## src/rtl/pl_led_pattern.sv

```systemverilog
// rtl/pl_led_pattern.sv - LED pattern generator with blink, run, bounce and PWM breathe modes
//
// Purpose: drives LED_NUM LEDs with one of four patterns. A step counter
// paces BLINK/RUN/BOUNCE. BREATHE uses a free-running PWM counter whose
// duty ramps up and down.
//
// Ports:
//   sys_clk    in   sole clock, rising edge
//   rst_n      in   asynchronous active-low reset
//   enable     in   1 = run, 0 = freeze counters, pattern and outputs
//   mode       in   00 BLINK, 01 RUN, 10 BOUNCE, 11 BREATHE
//   pl_led     out  LED drive (1 = on), registered
//   step_pulse out  one-cycle strobe on each step boundary, registered

module pl_led_pattern #(
  parameter int LED_NUM     = 4,
  parameter int STEP_CYCLES = 50_000_000,
  parameter int PWM_BITS    = 8,
  parameter int DUTY_DIV    = 98
) (
  input  logic               sys_clk,
  input  logic               rst_n,
  input  logic               enable,
  input  logic [1:0]         mode,
  output logic [LED_NUM-1:0] pl_led,
  output logic               step_pulse
);

  localparam logic [1:0] MODE_BLINK   = 2'b00;
  localparam logic [1:0] MODE_RUN     = 2'b01;
  localparam logic [1:0] MODE_BOUNCE  = 2'b10;
  localparam logic [1:0] MODE_BREATHE = 2'b11;

  localparam int SCW = $clog2(STEP_CYCLES);
  localparam int DCW = (DUTY_DIV > 1) ? $clog2(DUTY_DIV) : 1;
  localparam int PW  = (LED_NUM > 1) ? $clog2(LED_NUM) : 1;

  localparam logic [SCW-1:0]      STEP_LAST = SCW'(STEP_CYCLES - 1);
  localparam logic [DCW-1:0]      DIV_LAST  = DCW'(DUTY_DIV - 1);
  localparam logic [PW-1:0]       POS_LAST  = PW'(LED_NUM - 1);
  localparam logic [PWM_BITS-1:0] PWM_MAX   = {PWM_BITS{1'b1}};

  logic [1:0]          mode_q;
  // Cleared by reset: the stored mode is treated as equal to the live mode
  // until the first edge, so coming out of reset is never a mode change.
  logic                mode_vld;
  logic [SCW-1:0]      step_cnt, step_cnt_nx;
  logic [PWM_BITS-1:0] pwm_cnt, pwm_nx;
  logic [DCW-1:0]      div_cnt, div_nx;
  logic [PWM_BITS-1:0] duty, duty_nx;
  logic                duty_dn, duty_dn_nx;
  logic [PW-1:0]       pos, pos_nx;
  logic                dir_dn, dir_dn_nx;
  logic                lvl, lvl_nx;
  logic                pulse_nx;
  logic                reload;
  logic                led_upd;

  assign reload  = mode_vld && (mode != mode_q);
  // LEDs follow state on enabled edges, on reloads, and once right after
  // reset so RUN/BOUNCE show their initial LED even while disabled.
  assign led_upd = reload || enable || !mode_vld;

  function automatic logic [LED_NUM-1:0] led_view(
    input logic [1:0]          m,
    input logic                l,
    input logic [PW-1:0]       p,
    input logic [PWM_BITS-1:0] pc,
    input logic [PWM_BITS-1:0] d
  );
    logic [LED_NUM-1:0] v;
    v = '0;
    case (m)
      MODE_BLINK:              v = {LED_NUM{l}};
      MODE_RUN, MODE_BOUNCE:   v[p] = 1'b1;
      default:                 v = {LED_NUM{pc < d}};
    endcase
    return v;
  endfunction

  always_comb begin
    step_cnt_nx = step_cnt;
    pwm_nx      = pwm_cnt;
    div_nx      = div_cnt;
    duty_nx     = duty;
    duty_dn_nx  = duty_dn;
    pos_nx      = pos;
    dir_dn_nx   = dir_dn;
    lvl_nx      = lvl;
    pulse_nx    = 1'b0;

    if (reload) begin
      // Reload beats a coinciding step boundary: everything back to start.
      step_cnt_nx = '0;
      pwm_nx      = '0;
      div_nx      = '0;
      duty_nx     = '0;
      duty_dn_nx  = 1'b0;
      pos_nx      = '0;
      dir_dn_nx   = 1'b0;
      lvl_nx      = 1'b0;
    end else if (enable) begin
      if (step_cnt == STEP_LAST) begin
        step_cnt_nx = '0;
        pulse_nx    = 1'b1;
        case (mode)
          MODE_BLINK: lvl_nx = ~lvl;
          MODE_RUN:   pos_nx = (pos == POS_LAST) ? '0 : pos + 1'b1;
          MODE_BOUNCE: begin
            // Ends are shown for one step: the turn happens while leaving them.
            if (LED_NUM > 1) begin
              if (!dir_dn) begin
                if (pos == POS_LAST) begin
                  dir_dn_nx = 1'b1;
                  pos_nx    = pos - 1'b1;
                end else begin
                  pos_nx = pos + 1'b1;
                end
              end else begin
                if (pos == '0) begin
                  dir_dn_nx = 1'b0;
                  pos_nx    = pos + 1'b1;
                end else begin
                  pos_nx = pos - 1'b1;
                end
              end
            end
          end
          default: ;
        endcase
      end else begin
        step_cnt_nx = step_cnt + 1'b1;
      end

      pwm_nx = pwm_cnt + 1'b1;
      if (pwm_cnt == PWM_MAX) begin
        if (div_cnt == DIV_LAST) begin
          div_nx = '0;
          // Turn around at the ends so the duty never wraps.
          if (!duty_dn) begin
            if (duty == PWM_MAX) begin
              duty_dn_nx = 1'b1;
              duty_nx    = duty - 1'b1;
            end else begin
              duty_nx = duty + 1'b1;
            end
          end else begin
            if (duty == '0) begin
              duty_dn_nx = 1'b0;
              duty_nx    = duty + 1'b1;
            end else begin
              duty_nx = duty - 1'b1;
            end
          end
        end else begin
          div_nx = div_cnt + 1'b1;
        end
      end
    end
  end

  always_ff @(posedge sys_clk or negedge rst_n) begin
    if (!rst_n) begin
      mode_q     <= MODE_BLINK;
      mode_vld   <= 1'b0;
      step_cnt   <= '0;
      pwm_cnt    <= '0;
      div_cnt    <= '0;
      duty       <= '0;
      duty_dn    <= 1'b0;
      pos        <= '0;
      dir_dn     <= 1'b0;
      lvl        <= 1'b0;
      step_pulse <= 1'b0;
      pl_led     <= '0;
    end else begin
      mode_q     <= mode;
      mode_vld   <= 1'b1;
      step_cnt   <= step_cnt_nx;
      pwm_cnt    <= pwm_nx;
      div_cnt    <= div_nx;
      duty       <= duty_nx;
      duty_dn    <= duty_dn_nx;
      pos        <= pos_nx;
      dir_dn     <= dir_dn_nx;
      lvl        <= lvl_nx;
      step_pulse <= pulse_nx;
      if (led_upd) begin
        pl_led <= led_view(mode, lvl_nx, pos_nx, pwm_nx, duty_nx);
      end
    end
  end

endmodule

```

## config.mk

```make
export PLATFORM = sky130hd
export DESIGN_NAME = pl_led_pattern
export DESIGN_NICKNAME = d
export VERILOG_FILES = /design/src/rtl/pl_led_pattern.sv
export SDC_FILE = /design/constraint.sdc
export NUM_CORES = 1
export LEC_CHECK = 0
export BUFFER_PORTS_ARGS = -buffer_cell sky130_fd_sc_hd__buf_2
export CAP_MARGIN = 20
export CORE_MARGIN = 3
export CORE_UTILIZATION = 50
export DETAILED_ROUTE_END_ITERATION = 10
export PLACE_DENSITY = 0.68
export SLEW_MARGIN = 20
export SYNTH_ARGS = -nofsm -noshare
export SYNTH_HDL_FRONTEND = slang
export SYNTH_SLANG_ARGS = --single-unit
```

## constraint.sdc

```tcl
create_clock -name sys_clk -period 8.8 [get_ports sys_clk]
set_clock_uncertainty 0.2 [all_clocks]
set_input_delay 0 -clock sys_clk [delete_from_list [all_inputs] [get_ports sys_clk]]
set_output_delay 0 -clock sys_clk [all_outputs]
set_load 0.005 [all_outputs]
```

# Word-level counts from Yosys, hierarchy flattened
# Cells that the tools add are included.
[word_totals]
in_bits = 5
reg_bits = 62
output_inout_bits = 5
[classes]
n_reduce_logical = 17
bitwise_logic = 1
n_addsub = 7
muxes = 48
eq_ne = 8
order_cmp = 3
[ops]
columns = ["operator", "n"]
rows = [
  ["two-way mux 26 bit", 3],
  ["two-way mux 8 bit", 9],
  ["two-way mux 7 bit", 4],
  ["adder 26 x 1 -> 26 bit (second input constant)", 1],
  ["equality test 26 bit (second input constant)", 1],
  ["two-way mux 1 bit", 22],
  ["adder 8 x 1 -> 8 bit (second input constant)", 2],
  ["equality test 8 bit (second input constant)", 2],
  ["two-way mux 2 bit", 7],
  ["nonzero test 2 bit", 5],
  ["zero test 8 bit", 1],
  ["less-than comparator 8 bit", 1],
  ["case mux 4 bit (2 select lines)", 1],
  ["subtractor 8 x 1 -> 8 bit (second input constant)", 1],
  ["adder 7 x 1 -> 7 bit (second input constant)", 1],
  ["equality test 7 bit (second input constant)", 1],
  ["AND reduction 3 bit", 2],
  ["equality test 2 bit (second input constant)", 2],
  ["zero test 2 bit", 2],
  ["case mux 2 bit (2 select lines)", 1],
  ["less-than comparator 2 x 3 -> 1 bit (second input constant)", 1],
  ["adder 2 x 1 -> 2 bit (second input constant)", 1],
  ["demux 1 bit (select 2 bit)", 1],
  ["equality test 2 x 1 -> 1 bit (second input constant)", 1],
  ["other kinds (9)", 11],
]

# Longest topological paths before layout
# Gate-level depths: netlist (run 1).
[logic_depth]
depth_word = 12
ltp_mapped = 16
ltp_nobuf = 15

# Worst setup path after synthesis (run 1)
# OpenSTA, ideal clock, no wires.
[synth_timing]
path_kind = "register to register"
from = "register div_cnt[3]"
to = "register pl_led[1]"
arrival_ps = 3018
slack_ps = 5444
stages_incl_launch_ff = 14
cell_sequence = "dfrtp_1 or4b_4 nor4b_4 buf_6 nand4_2 mux2i_1 xnor2_1 or2_1 ha_1 and3_1 o21a_1 o21ai_0 a211oi_1 a21oi_1"
[synth_via]
elab_chain_len = 7
[synth_lines]
columns = ["element", "line_no", "source"]
rows = [
  ["start, declared", "49", "logic [DCW-1:0] div_cnt, div_nx;"],
  ["start signal, assigned", "181", "div_cnt <= div_nx;"],
  ["equality test 7 bit", "137", "if (div_cnt == DIV_LAST) begin"],
  ["two-way mux 8 bit", "137", ""],
  ["two-way mux 8 bit", "136", "if (pwm_cnt == PWM_MAX) begin"],
  ["two-way mux 8 bit", "102", "end else if (enable) begin"],
  ["two-way mux 8 bit", "92", "if (reload) begin"],
  ["less-than comparator 8 bit", "76", "default: v = {LED_NUM{pc < d}};"],
  ["case mux 4 bit (2 select lines)", "73", "case (m)"],
  ["end signal, assigned", "189", "pl_led <= led_view(mode, lvl_nx, pos_nx, pwm_nx, duty_nx);"],
  ["end, declared", "25", "output logic [LED_NUM-1:0] pl_led,"],
]
# Every way passes these cells.
# A chain may end at the register's enable or synchronous reset.

# Final worst setup path (run 1)
[layout_timing]
from = "register div_cnt[3]"
to = "register pl_led[3]"
# The elaborated chain is that of the path after synthesis.

==> results of run 1 <==
-- power by group through the flow --
| stage | clock, µW | combinational (µW) | sequential [µW] |
|---|---|---|---|
| 3_3_place_gp | 0 | 54.0 | 305 |
| 4_1_cts | 229 | 56.6 | 300 |
| 5_1_grt | 243 | 64.4 | 302 |
| 2_1_floorplan | 0 | 35.1 | 304 |
| 6_report | 222 | 55.9 | 300 |
| 3_5_place_dp | 0 | 55.2 | 305 |
-- cell type report --
type	instances	share of cell area, %
multi-input combinational	314	50.7
clock buffer	9	3.05
sequential	62	38.2
inverter	15	1.39
timing repair buffer	15	2.46
clock inverter	7	1.23
tap	96	2.96
-- state kept, by name, indices dropped and copies added, names as in the netlist --
signal and count:
div_cnt 7, pl_led 4, pos 2, duty_dn 1, dir_dn 1, duty 8
pwm_cnt 8, mode_q 2, step_cnt 26, lvl 1, step_pulse 1, mode_vld 1
-- worst paths after layout --
| check | start | slack, ns | endpoint |
|---|---|---|---|
| min reg2reg | step_cnt[20] | 0.32 | step_cnt[20] |
| min in group sys_clk | mode[1] | 0.18 | mode_q[1] |
| max reg2reg | div_cnt[3] | 4.98 | pl_led[3] |
| max | div_cnt[3] | 4.98 | pl_led[3] |
| max in group asynchronous | rst_n | 7.74 | pwm_cnt[7] |
| min | rst_n | 0.14 | step_cnt[5] |
-- worst min-delay path, cell delays in order --
cell and delay, ns:
dlygate4sd3_1 0.52, buf_2 0.09, buf_4 0.59
-- metrics by stage --
stage | instances | power [µW] | setup WS [ns] | util (%) | hold WS [ns]
6_report | 518 | 578 | 4.98 | 57.9 | 0.141
5_1_grt | 518 | 609 | 4.61 | 57.9 | 0.193
4_1_cts | 518 | 585 | 4.96 | 57.9 | 0.172
3_5_place_dp | 498 | 360 | 4.98 | 54.8 | -0.00342
3_3_place_gp | 498 | 359 | 5.12 | 54.8 | -0.00626
2_1_floorplan | 405 | 339 | 5.44 | - | -0.496
-- Yosys cell counts (all sizes together), types with 2 or more instances --
master | n | share of area, %
a211oi | 5 | 1.1
a21boi | 2 | 0.40
a21oi | 19 | 2.6
a22o | 4 | 0.94
a311oi | 2 | 0.47
a31oi | 3 | 0.50
and2 | 6 | 1.0
and3 | 11 | 1.9
and4 | 5 | 1.2
buf | 2 | 0.44
clkbuf | 12 | 1.2
dfrtp | 62 | 42
ha | 21 | 7.0
inv | 15 | 1.5
mux2 | 2 | 0.60
mux2i | 8 | 2.1
nand2 | 32 | 3.2
nand3 | 19 | 2.6
nand3b | 4 | 0.81
nand4 | 21 | 3.7
nand4b | 3 | 0.71
nor2 | 52 | 5.2
nor2b | 3 | 0.50
nor3 | 6 | 0.81
nor4 | 2 | 0.34
nor4b | 3 | 1.1
o211ai | 2 | 0.40
o21a | 5 | 1.0
o21ai | 17 | 2.3
or2 | 4 | 0.67
or3 | 5 | 0.84
xnor2 | 13 | 3.1
xor2 | 20 | 4.7
-- per-layer routing --
metal,track usage (%),vias to the layer above,routed length [µm]
li1,-,1467,-
met5,0,-,0
met4,7.55,0,110
met2,28.4,62,3380
met3,3.33,10,270
met1,26.6,1449,3850
-- logic make-up after synthesis --
| family | Yosys count |
|---|---|
| buf+inv | 29 |
| compound gates | 69 |
| fa+ha+maj | 21 |
| other cells | 1 |
| flops | 62 |
| mux | 10 |
| simple gates | 180 |
| xor+xnor | 33 |
-- timing repair --
item | CTS | global route
hold endpoints to repair | 68 | 0
setup endpoints to repair | 0 | 0
buffers inserted | 0 | 0
hold buffers | 4 | 0
==> load_flow_metrics.sql, run 1 <==
INSERT INTO impl_metrics (metric_group, metric, value, unit) VALUES
('cts', 'clk-insertion-delay-late', '0.34', 'ns'),
('status', 'run_status', 'completed', ''),
('timing', 'setup_violations', '0', ''),
('pwr', 'combPwrFrac', '9.7', '%'),
('pwr', 'power_switching', '164', 'µW'),
('logic_synthesis', 'yosys.area_share.simple', '25.5', '%'),
('pwr', 'worst_vdd_drop', '0.0661', 'mV'),
('logic_synthesis', 'synthFlopType', 'dfrtp_1', ''),
('finish', 'area_used_by_multi_input_combinational_logic', '0.00206', 'mm²'),
('finish', 'area.growth.synth_to_final', '9.03', '%'),
('route', 'post_route_ant_nets', '0', ''),
('logic_synthesis', 'synth-seq-cells', '62', ''),
('place', 'port_buffers', '9', ''),
('timing', 'layout_min_cycle_time', '3.82', 'ns'),
('cts', 'htree_levels', '3', ''),
('flow_run', 'max_cap_violation_count', '0', ''),
('route', 'drt-initial-drc-count', '149', ''),
('cts', 'cts_max_path_buffers', '2', ''),
('grt', 'grt_start_max_net_pins', '63', ''),
('finish', 'area.sequential', '0.00155', 'mm²'),
('setup_path', 'worstPathBufferInverterCount', '0', ''),
('logic_synthesis', 'yosys.area_share.adder', '7.05', '%'),
('finish', 'drive_gt1_share', '8.77', '%'),
('route', 'wirelength', '7610', 'µm'),
('timing', 'report.final.hold_viol_count', '0', ''),
('setup_path', 'cp_data_arrival_time', '3.83', 'ns'),
('logic_synthesis', 'ys.warnings.count', '0', ''),
('timing', 'worst_slew_pin_slew', '0.854', 'ns'),
('finish', 'layout.cells.most_common_list', 'dfrtp_1 (62), nor2_1 (52), nand2_1 (32)', ''),
('logic_synthesis', 'synth_top_family_by_area', 'simple AND/OR/NAND/NOR gates', ''),
('logic_synthesis', 'share_of_the_synthesized_area_in_compound_gates_ao_oa_aoi_oai', '12.0', '%'),
('pwr', 'power.switching_fraction', '28.3', '%'),
('finish', 'total_non_filler_cell_area_in_the_finished_layout', '0.00406', 'mm²'),
('place', 'dpl_cell_area', '0.00385', 'mm²'),
('cts', 'numClockSinks', '62', ''),
('grt', 'via_count_of_the_first_global_routing_pass', '2816', ''),
('logic_synthesis', 'synth_cell_type_count', '56', ''),
('floorplanning', 'die_area', '0.00853', 'mm²'),
('timing', 'max_clock_freq', '262', 'MHz'),
('finish', 'insertedDiodeCount', '0', ''),
('timing', 'totalNegativeSetupSlack', '0', 'ns'),
('cts', 'clkSlewWorstSetupHoldPaths', '0.08', 'ns'),
('timing', 'grt_setup_unrepaired', 'false', ''),
('timing', 'final-max-slew-violation-count', '0', ''),
('setup_path', 'timing.critical_path.fanout_max', '15', ''),
('grt', 'grt_overflow', '0', ''),
('floorplanning', 'coreArea', '0.00702', 'mm²'),
('cts', 'ctsRootBufferMaster', 'clkbuf_8', ''),
('finish', 'nets', '443', ''),
('route', 'dr.pass1.iters', '4', ''),
('grt', 'antenna_found_initial', '0', ''),
('floorplanning', 'num_rows', '30', ''),
('logic_synthesis', 'post_synth_inst_count', '405', ''),
('pwr', 'seq_power_share', '51.9', '%'),
('setup_path', 'crit_chain', 'or4b_4 -> nor4b_4 -> nand4_1 -> mux2i_1 -> xnor2_1 -> or2_1 -> ha_1 -> and3_1 -> o21a_1 -> o21ai_0 -> a211oi_1 -> a21oi_1', ''),
('floorplanning', 'die_width', '92.3', 'µm'),
('logic_synthesis', 'synth.yosys.seq_area_share', '41.6', '%'),
('floorplanning', 'fp.dieH', '92.3', 'µm'),
('timing', 'period_share', '43.4', '%'),
('setup_path', 'critical_path.top_delay_family', 'simple AND/OR/NAND/NOR gates', ''),
('setup_path', 'critPathSlowestCell', 'nor4b_4', ''),
('place', 'routabilityCongestion', '0.821', ''),
('setup_path', 'cp_slowest_stage_delay', '0.70', 'ns'),
('logic_synthesis', 'post_synth_mux_area_share', '2.75', '%'),
('route', 'post_drt_wl_per_cell', '14.7', 'µm'),
('route', 'vias_per_cell', '5.77', ''),
('setup_path', 'critical_path_cell_count', '12', ''),
('route', 'dr_vias', '2988', ''),
('pwr', 'power.leakage', '0.00181', 'µW'),
('setup_path', 'critical_path.endpoint_type', 'flip-flop', ''),
('pwr', 'powerDensity', '142', 'mW/mm²');
Power figures use the tool's default switching activity.
==> run 2: changes to the inputs <==
Clock period 8.8 ns to 3.97 ns, I/O delays scaled along.
==> run 2 against run 1 <==
Effect of this change: utilization increased by 1.1 points; critical path depth increased by 1; clock-buffer cell count increased by 2; global-route usage increased by 1.0 points; via count decreased by 0.30%; die area unchanged; setup slack got worse by 4.6 ns; hold slack got worse by 0.038 ns; largest cell class unchanged; highest routed layer unchanged.
==> load_flow_metrics.sql, run 2 (synthesis results as in run 1) <==
INSERT INTO impl_metrics (metric_group, metric, value, unit) VALUES
('pwr', 'power.leakage', '0.00186', 'µW'),
('pwr', 'powerDensity', '345', 'mW/mm²'),
('floorplanning', 'io_pins', '10', ''),
('floorplanning', 'fp.dieH', '92.3', 'µm'),
('setup_path', 'critPathLaunchType', 'flip-flop', ''),
('place', 'dpl_cell_area', '0.00388', 'mm²'),
('grt', 'grt_overflow', '0', ''),
('timing', 'worst_slew_pin_slew', '0.896', 'ns'),
('route', 'post_drt_wl_per_cell', '15.1', 'µm'),
('finish', 'largest_register_ffs', '26', ''),
('grt', 'use_met3', '4.06', '%'),
('route', 'post_route_ant_nets', '0', ''),
('grt', 'grt_pass1_wl', '13400', 'µm'),
('setup_path', 'worstPathBufferInverterCount', '1', ''),
('status', 'run_status', 'completed', ''),
('timing', 'max-slew-margin-rel', '40.3', '%'),
('grt', 'grt_start_max_net_pins', '41', ''),
('floorplanning', 'initial_utilization', '53.1', '%'),
('finish', 'drive_gt1_share', '9.41', '%'),
('timing', 'period_share', '91.2', '%'),
('route', 'drc', '0', ''),
('place', 'routabilityCongestion', '0.848', ''),
('timing', 'grt_setup_unrepaired', 'false', ''),
('grt', 'gr-max-usage-layer', 'met1', ''),
('place', 'place.detailed.hpwl', '5570', 'µm'),
('pwr', 'seq_power_share', '46.5', '%'),
('setup_path', 'critical_path.top_delay_family', 'simple AND/OR/NAND/NOR gates', ''),
('setup_path', 'worstSetupPathType', 'reg -> reg', ''),
('setup_path', 'reg2reg_depth', '13', ''),
('route', 'dr.pass1.iters', '4', ''),
('cts', 'ctsResizeCount', '0', ''),
('finish', 'max_flop_register', 'step_cnt', ''),
('place', 'dp_slack', '0.362', 'ns'),
('cts', 'cts_inserted_buffers', '9', ''),
('setup_path', 'cp_slowest_stage_delay', '0.57', 'ns'),
('finish', 'finish.utilization', '59.0', '%'),
('timing', 'final-max-slew-violation-count', '0', ''),
('finish', 'layout.cells.most_common_list', 'dfrtp_1 (62), nor2_1 (52), nand2_1 (32)', ''),
('setup_path', 'timing.rr.end', 'pl_led[2]', ''),
('pwr', 'worst_vdd_drop', '0.216', 'mV'),
('cts', 'numClockSinks', '62', ''),
('place', 'port_buffers', '9', ''),
('timing', 'totalNegativeSetupSlack', '0', 'ns'),
('pwr', 'power.switching_fraction', '24.6', '%'),
('pwr', 'combPwrFrac', '9.0', '%'),
('setup_path', 'reg2reg_setup_slack', '0.35', 'ns'),
('route', 'vias_per_cell', '5.72', ''),
('timing', 'setup_violations', '0', ''),
('grt', 'gr-usage-met1', '28.9', '%'),
('setup_path', 'critical_path.endpoint_type', 'flip-flop', ''),
('cts', 'clk-insertion-delay-late', '0.35', 'ns'),
('setup_path', 'crit_chain', 'or4b_4 -> nor4b_4 -> buf_4 -> nand4_1 -> mux2i_1 -> xor2_1 -> nand2_1 -> ha_1 -> and3_1 -> o21a_1 -> o21ai_0 -> a211oi_1 -> a21oi_1', ''),
('setup_path', 'critPathSlowestCell', 'or4b_4', ''),
('route', 'dr_vias', '2979', ''),
('setup_path', 'cp_data_required_time', '3.97', 'ns'),
('setup_path', 'critical_path_cell_count', '13', ''),
('cts', 'ctsRootBufferMaster', 'clkbuf_8', ''),
('finish', 'total_non_filler_cell_area_in_the_finished_layout', '0.00414', 'mm²'),
('timing', 'post-route-worst-setup-slack', '0.349', 'ns'),
('finish', 'top_regs', 'step_cnt x26, duty x8, pwm_cnt x8', ''),
('cts', 'tritoncts', 'done', ''),
('floorplanning', 'die_width', '92.3', 'µm'),
('setup_path', 'cp_data_arrival_time', '3.63', 'ns'),
('cts', 'cts_max_path_buffers', '2', ''),
('pwr', 'internal_power', '1080', 'µW'),
('grt', 'grt.met2_usage', '28.3', '%'),
('hold_path', 'min_path_type', 'in -> async', ''),
('cts', 'clkSlewWorstSetupHoldPaths', '0.08', 'ns'),
('grt', 'antenna_found_initial', '0', ''),
('finish', 'final_common_cell', 'dfrtp_1', ''),
('cts', 'postCtsSetupBuffers', '0', ''),
('flow_run', 'max_cap_violation_count', '0', ''),
('timing', 'layout_min_cycle_time', '3.62', 'ns'),
('cts', 'hold_buffers', '4', ''),
('floorplanning', 'num_rows', '30', ''),
('timing', 'report.final.hold_viol_count', '0', ''),
('grt', 'via_count_of_the_first_global_routing_pass', '2852', ''),
('finish', 'nets', '447', ''),
('setup_path', 'timing.critical_path.fanout_max', '15', ''),
('floorplanning', 'coreArea', '0.00702', 'mm²'),
('finish', 'insertedDiodeCount', '0', ''),
('cts', 'htree_levels', '3', ''),
('timing', 'max_clock_freq', '276', 'MHz'),
('grt', 'gr-usage-all-layers', '19.8', '%'),
('setup_path', 'r2r-start', 'div_cnt[3]', ''),
('pwr', 'power.clock.fraction', '44.5', '%'),
('route', 'wirelength', '7850', 'µm'),
('finish', 'area.growth.synth_to_final', '11.1', '%'),
('route', 'drt-initial-drc-count', '155', ''),
('floorplanning', 'die_area', '0.00853', 'mm²'),
('pwr', 'power_switching', '351', 'µW');
run 2: cell count changes in the layout (fill, tap and decap cells not counted):
cell / previous run / this run
clkinv_4: 1 / 0
bufinv_16: 0 / 2
clkbuf_8: 9 / 11
clkinvlp_4: 3 / 0
buf_4: 2 / 6
inv_6: 1 / 0
run 2: worst max-delay path by stage:
| stage | startpoint | to |
|---|---|---|
| final | div_cnt[3] | pl_led[2] |
| after global routing | div_cnt[3] | pl_led[1] |
| after CTS | div_cnt[3] | pl_led[2] |
| after detailed placement | div_cnt[3] | pl_led[2] |
| after global placement | div_cnt[3] | pl_led[3] |
| after floorplan | div_cnt[3] | pl_led[1] |
run 2: power groups by stage:
| stage | Combinational (µW) | Clock [µW] | Sequential [µW] |
|---|---|---|---|
| floorplan | 77.9 | 0 | 674 |
| global placement | 125 | 0 | 675 |
| detailed placement | 127 | 0 | 676 |
| CTS | 131 | 638 | 664 |
| global route | 149 | 667 | 668 |
| finish | 129 | 635 | 665 |
run 2: routing by layer:
metal / part of all wire (%) / wire, µm
met5: 0 / 0
met4: 1.2 / 97
met3: 4.2 / 326
met2: 44 / 3430
met1: 51 / 4000
run 2: cell type report:
cell class | count | area (µm²)
flip-flops and latches | 62 | 1550
repair buffers | 19 | 130
well taps | 96 | 120
multi-input cells | 314 | 2060
clock inverters | 4 | 70.1
fillers | 653 | 2880
inverters | 15 | 56.3
clock buffers | 11 | 151
run 2: per-stage QoR:
step	std cells	hold slack, ns	total power (µW)
2_1_floorplan	405	-0.496	751
3_3_place_gp	502	-0.0279	800
3_5_place_dp	502	-0.0135	803
4_1_cts	521	0.151	1430
5_1_grt	521	0.178	1480
6_report	521	0.103	1430
